--- config.mk ---
export PLATFORM = sky130hd
export DESIGN_NAME = pipelined_logic_unit
export DESIGN_NICKNAME = d
export VERILOG_FILES = /design/src/rtl/pipelined_logic_unit.sv
export SDC_FILE = /design/constraint.sdc
export NUM_CORES = 1
export LEC_CHECK = 0
export ABC_AREA = 1
export BUFFER_PORTS_ARGS = -buffer_cell sky130_fd_sc_hd__buf_4
export CAP_MARGIN = 20
export CORE_ASPECT_RATIO = 1.25
export CORE_MARGIN = 1
export CORE_UTILIZATION = 40
export CTS_BUF_LIST = sky130_fd_sc_hd__clkbuf_2
export DETAILED_ROUTE_END_ITERATION = 12
export PLACE_DENSITY = 0.73
export SYNTH_ARGS = -nofsm -noshare
export SYNTH_HDL_FRONTEND = slang
export SYNTH_SLANG_ARGS = --single-unit
--- constraint.sdc ---
create_clock -name clk -period 1.3 [get_ports clk]
set_clock_uncertainty 0.2 [all_clocks]
set_input_delay 0.13 -clock clk [delete_from_list [all_inputs] [get_ports clk]]
set_output_delay 0.13 -clock clk [all_outputs]
set_load 0.01 [all_outputs]
--- src/rtl/pipelined_logic_unit.sv ---
// WIDTH-bit bitwise logic unit (NAND/AND/OR/XOR) with DEPTH valid/ready register stages and bubble collapsing.
// Optional output-transfer counter enabled by defining PIPELINED_LOGIC_UNIT_COUNT_EN.
module pipelined_logic_unit #(
  parameter int WIDTH = 8,
  parameter int DEPTH = 2
) (
  input  logic             clk,
  input  logic             rst,
  input  logic             in_valid,
  output logic             in_ready,
  input  logic [WIDTH-1:0] a,
  input  logic [WIDTH-1:0] b,
  input  logic [1:0]       op,
  output logic             out_valid,
  input  logic             out_ready,
`ifdef PIPELINED_LOGIC_UNIT_COUNT_EN
  output logic [15:0]      out_count,
`endif
  output logic [WIDTH-1:0] c
);

  function automatic logic [WIDTH-1:0] logic_op(input logic [WIDTH-1:0] x,
                                                input logic [WIDTH-1:0] y,
                                                input logic [1:0]       sel);
    logic [WIDTH-1:0] r;
    case (sel)
      2'd0:    r = ~(x & y);
      2'd1:    r = x & y;
      2'd2:    r = x | y;
      default: r = x ^ y;
    endcase
    return r;
  endfunction

  logic [DEPTH-1:0] v_q, v_d;
  logic [WIDTH-1:0] d_q [DEPTH];
  logic [WIDTH-1:0] d_d [DEPTH];
  logic [DEPTH-1:0] adv;
  logic [WIDTH-1:0] op_res;

  assign op_res = logic_op(a, b, op);

  // A stage can advance unless it and every stage after it are full while the consumer stalls;
  // written in closed form so the chain has no combinational self-reference.
  for (genvar k = 0; k < DEPTH; k++) begin : g_adv
    assign adv[k] = out_ready | ~(&v_q[DEPTH-1:k]);
  end

  assign in_ready  = adv[0];
  assign out_valid = v_q[DEPTH-1];
  assign c         = d_q[DEPTH-1];

  always_comb begin
    v_d = v_q;
    d_d = d_q;
    if (adv[0]) begin
      v_d[0] = in_valid;
      d_d[0] = op_res;
    end
    for (int k = 1; k < DEPTH; k++) begin
      if (adv[k]) begin
        v_d[k] = v_q[k-1];
        d_d[k] = d_q[k-1];
      end
    end
  end

  // Stage registers: reset discards everything in flight, data included
  always_ff @(posedge clk or posedge rst) begin
    if (rst) begin
      v_q <= '0;
      for (int k = 0; k < DEPTH; k++) d_q[k] <= '0;
    end else begin
      v_q <= v_d;
      for (int k = 0; k < DEPTH; k++) d_q[k] <= d_d[k];
    end
  end

`ifdef PIPELINED_LOGIC_UNIT_COUNT_EN
  logic [15:0] cnt_q, cnt_d;

  always_comb begin
    cnt_d = cnt_q;
    if (out_valid && out_ready) cnt_d = cnt_q + 16'd1;
  end

  always_ff @(posedge clk or posedge rst) begin
    if (rst) cnt_q <= '0;
    else     cnt_q <= cnt_d;
  end

  assign out_count = cnt_q;
`endif

endmodule

==> impl_metrics.xml <==
<?xml version="1.0" encoding="UTF-8"?>
<metrics>
  <group name="run_status">
    <metric name="run_status" unit="">complete, but fails checks</metric>
    <metric name="failed_checks" unit="">negative hold slack, negative setup slack</metric>
  </group>
  <group name="worst_setup_path">
    <metric name="crit_path_start_kind" unit="">register</metric>
    <metric name="path_class" unit="">register to output pin</metric>
    <metric name="cells_along_the_critical_path" unit="">nand2_2 -&gt; nor2_4 -&gt; inv_4 -&gt; buf_6</metric>
    <metric name="cp.required" unit="ns">0.97</metric>
    <metric name="timing.critical_path.buf_inv" unit="">2</metric>
    <metric name="crit_slowest_cell" unit="">dfrtp_1</metric>
    <metric name="rr_startpoint" unit="">v_q[1]</metric>
    <metric name="worst_setup_path_end_kind" unit="">output pin</metric>
    <metric name="worst-r2r-cell-count" unit="">6</metric>
    <metric name="critical_path.max_fanout" unit="">2</metric>
    <metric name="crit_end" unit="">in_ready</metric>
    <metric name="reg2reg_setup_slack" unit="ns">0.01</metric>
    <metric name="timing.critical_path.max_delay_family" unit="">flip-flops</metric>
    <metric name="cp_slowest_stage_delay" unit="ns">0.39</metric>
    <metric name="cp.arrival" unit="ns">1.01</metric>
    <metric name="total_stage_count_of_the_critical_path" unit="">4</metric>
    <metric name="worstReg2RegEnd" unit="">c[4]</metric>
    <metric name="timing.critical_path.from" unit="">v_q[0]</metric>
  </group>
  <group name="synthesis">
    <metric name="synth_top_flop_cell" unit="">dfrtp_1</metric>
    <metric name="number_of_synthesized_register_bits" unit="">18</metric>
    <metric name="synth_most_common_cell" unit="">nand2_1</metric>
    <metric name="synth.largest_area_cell" unit="">dfrtp_1</metric>
    <metric name="synthArstFlopShare" unit="%">100</metric>
    <metric name="ys_types" unit="">17</metric>
    <metric name="netlist_area" unit="um^2">1390</metric>
    <metric name="synth_area_per_cell" unit="um^2">7.49</metric>
    <metric name="synth_sequential_area_ratio" unit="%">32.5</metric>
    <metric name="synthesis.nets" unit="">223</metric>
    <metric name="synth.cells.most_frequent" unit="">nand2_1 (63), inv_1 (26), nor2_1 (24)</metric>
    <metric name="ys_warn_count" unit="">0</metric>
    <metric name="synth_top_area_share" unit="%">32.5</metric>
    <metric name="netlist_instances" unit="">185</metric>
    <metric name="synth.area.top_cells" unit="">dfrtp_1 (32%), nand2_1 (17%), ha_1 (14%)</metric>
    <metric name="synth_enable_flop_cells" unit="">0</metric>
  </group>
  <group name="sta">
    <metric name="final.hold.worst_slack" unit="ns">-0.0550</metric>
    <metric name="timing.final.hold_violations" unit="">4</metric>
    <metric name="slew_violations" unit="">0</metric>
    <metric name="maxClockFrequency" unit="MHz">745</metric>
    <metric name="final-setup-viol-count" unit="">2</metric>
    <metric name="max-slew-margin-rel" unit="%">80.4</metric>
    <metric name="tightest_slew" unit="ns">0.293</metric>
    <metric name="post-route-worst-setup-slack" unit="ns">-0.0427</metric>
    <metric name="final_min_period_over_clock_period" unit="%">103</metric>
    <metric name="finalCriticalPeriod" unit="ns">1.34</metric>
    <metric name="rsz0062_at_grt" unit="">true</metric>
  </group>
  <group name="power">
    <metric name="vdd_ir_drop_max" unit="mV">0.531</metric>
    <metric name="power.density" unit="nW/um^2">828</metric>
    <metric name="power.static_leakage" unit="nW">0.956</metric>
  </group>
  <group name="global_routing">
    <metric name="groute.usage.overall" unit="%">14.0</metric>
    <metric name="antenna_violations_before_repair" unit="">0</metric>
    <metric name="grt_overflow_total" unit="">0</metric>
    <metric name="grt_max_degree" unit="">19</metric>
    <metric name="wire_length_of_the_first_global_routing_pass" unit="mm">3.89</metric>
    <metric name="first_global_vias" unit="">961</metric>
  </group>
  <group name="placement">
    <metric name="portBuffers" unit="">31</metric>
    <metric name="dp_hpwl" unit="mm">1.77</metric>
    <metric name="routability_congestion_estimate" unit="">0.756</metric>
    <metric name="place.detailed.instances" unit="">243</metric>
  </group>
  <group name="cells_and_area">
    <metric name="syn2layout_area_growth" unit="%">21.7</metric>
    <metric name="finish.utilization" unit="%">51.9</metric>
    <metric name="drive_above_1_share" unit="%">32.3</metric>
    <metric name="fin_nets" unit="">256</metric>
    <metric name="post_layout_nonfiller_instances" unit="">254</metric>
    <metric name="insertedDiodeCount" unit="">0</metric>
  </group>
  <group name="cts">
    <metric name="tritoncts.num_buffers" unit="">3</metric>
    <metric name="ctsHoldBuffers" unit="">2</metric>
    <metric name="insertion_delay" unit="ns">0.28</metric>
    <metric name="cts.clk_slew.worst_paths" unit="ns">0.16</metric>
    <metric name="cts-htree-levels" unit="">1</metric>
    <metric name="cts.root.buffer_cell" unit="">clkbuf_2</metric>
    <metric name="cts_buffer_depth" unit="">2</metric>
    <metric name="sink_count" unit="">18</metric>
    <metric name="tritoncts_clock_tree" unit="">built</metric>
  </group>
  <group name="drt">
    <metric name="first_drt_iteration_drcs" unit="">27</metric>
    <metric name="drt_pre_antenna_iters" unit="">2</metric>
    <metric name="number_of_nets_with_antenna_violations_after_detailed_routing" unit="">0</metric>
    <metric name="dr_wl_met3" unit="um">61</metric>
    <metric name="drcViolationCount" unit="">0</metric>
    <metric name="drt_wirelength" unit="mm">2.28</metric>
    <metric name="route.detailed.wl_per_inst" unit="um">8.98</metric>
    <metric name="dr_total_vias" unit="">1076</metric>
    <metric name="avgViaCountPerCell" unit="">4.24</metric>
    <metric name="drt-met1-wl" unit="mm">1.07</metric>
    <metric name="dr_wl_met2" unit="mm">1.15</metric>
    <metric name="maxUsedRoutingLayer" unit="">met3</metric>
  </group>
  <group name="min_path">
    <metric name="hold_class" unit="">input port to register</metric>
  </group>
  <group name="floorplan">
    <metric name="floorplan.core_area" unit="um^2">3250</metric>
    <metric name="num_io_pins" unit="">32</metric>
    <metric name="rows" unit="">23</metric>
    <metric name="die-height" unit="um">67.8</metric>
    <metric name="initial_utilization" unit="%">42.6</metric>
    <metric name="die_w" unit="um">54.7</metric>
    <metric name="fp.dieArea" unit="um^2">3710</metric>
  </group>
  <group name="flow_run">
    <metric name="maxCapViolCount" unit="">0</metric>
  </group>
</metrics>
[repair_timing]
action,in CTS,in global routing
gates resized for setup,3,10
gates cloned,0,0
hold endpoints to repair,27,4
endpoints found under the setup margin,2,11
pin swaps,2,2
buffers inserted,3,2
[placed cells by master, fill, tap and decap left out]
master / count
nand2_1: 56
buf_4: 34
inv_1: 26
nor2_1: 23
dfrtp_1: 18
ha_1: 16
nand2_2: 10
a21oi_2: 7
nand3_2: 6
clkbuf_2: 3
buf_6: 3
nor2_4: 2
inv_4: 2
nand3_1: 2
or2_1: 2
dlygate4sd3_1: 2
inv_2: 1
inv_8: 1
a21oi_1: 1
nor2_2: 1
clkinv_1: 1
[how the worst min path moves through the flow]
stage	slack, ns	cells after the start	end	start
2_1_floorplan	-0.13	1	c[0]	rst
3_3_place_gp	-0.04	3	c[2]	rst
3_5_place_dp	-0.04	3	c[2]	rst
4_1_cts	-0.07	4	c[3]	out_ready
5_1_grt	-0.07	4	c[7]	out_ready
6_report	-0.06	4	c[6]	out_ready
[kinds of logic (layout without fill, tap and decap cells)]
group	Yosys count	in the layout	synth area share [%]
DFF	18	18	32.5
buffers and inverters	41	73	15.8
and+or+nand+nor	102	102	32.5
adders and majority gates	16	16	14.4
AOI/OAI and AO/OA	8	8	4.78
[power by group]
group / switching (W) / leakage, nW / internal, W
combinational: 0.000245 / 0.737 / 0.000232
clock: 0.000162 / 0.0140 / 0.0000669
sequential: 0.0000483 / 0.205 / 0.000642
[flip-flops by register name, indices dropped and copies added, names as in the netlist]
register / flops
c: 8
d_q: 8
v_q: 2
[worst min-delay path, cell delays in order]
cell and delay [ns]:
buf_4 0.11, nor2_4 0.07, nand2_1 0.06, nand2_1 0.04
[layout make-up]
type | instances | area, um^2
sequential | 18 | 450
multi-input combinational | 126 | 737
clock buffer | 3 | 15.0
tap | 37 | 46.3
inverter | 30 | 125
clock inverter | 1 | 3.75
timing repair buffer | 39 | 309
fill | 356 | 1570
[routing by layer]
metal / vias up / track usage [%]
li1: 606 / -
met1: 450 / 17.0
met2: 20 / 24.2
met3: 0 / 1.56
met4: 0 / 5.77
met5: - / 0
[metrics by stage]
stage | instance area, um^2 | setup TNS [ns] | total power [W] | setup WS [ns]
5_1_grt | 1690 | -0.590 | 0.00151 | -0.106
3_5_place_dp | 1570 | 0 | 0.00114 | 0.000877
2_1_floorplan | 1390 | 0 | 0.00102 | 0.0570
4_1_cts | 1640 | -0.117 | 0.00139 | -0.0942
3_3_place_gp | 1570 | 0 | 0.00113 | 0.0603
6_report | 1690 | -0.0460 | 0.00140 | -0.0427
Note: power is estimated with default switching activity, not from simulation.
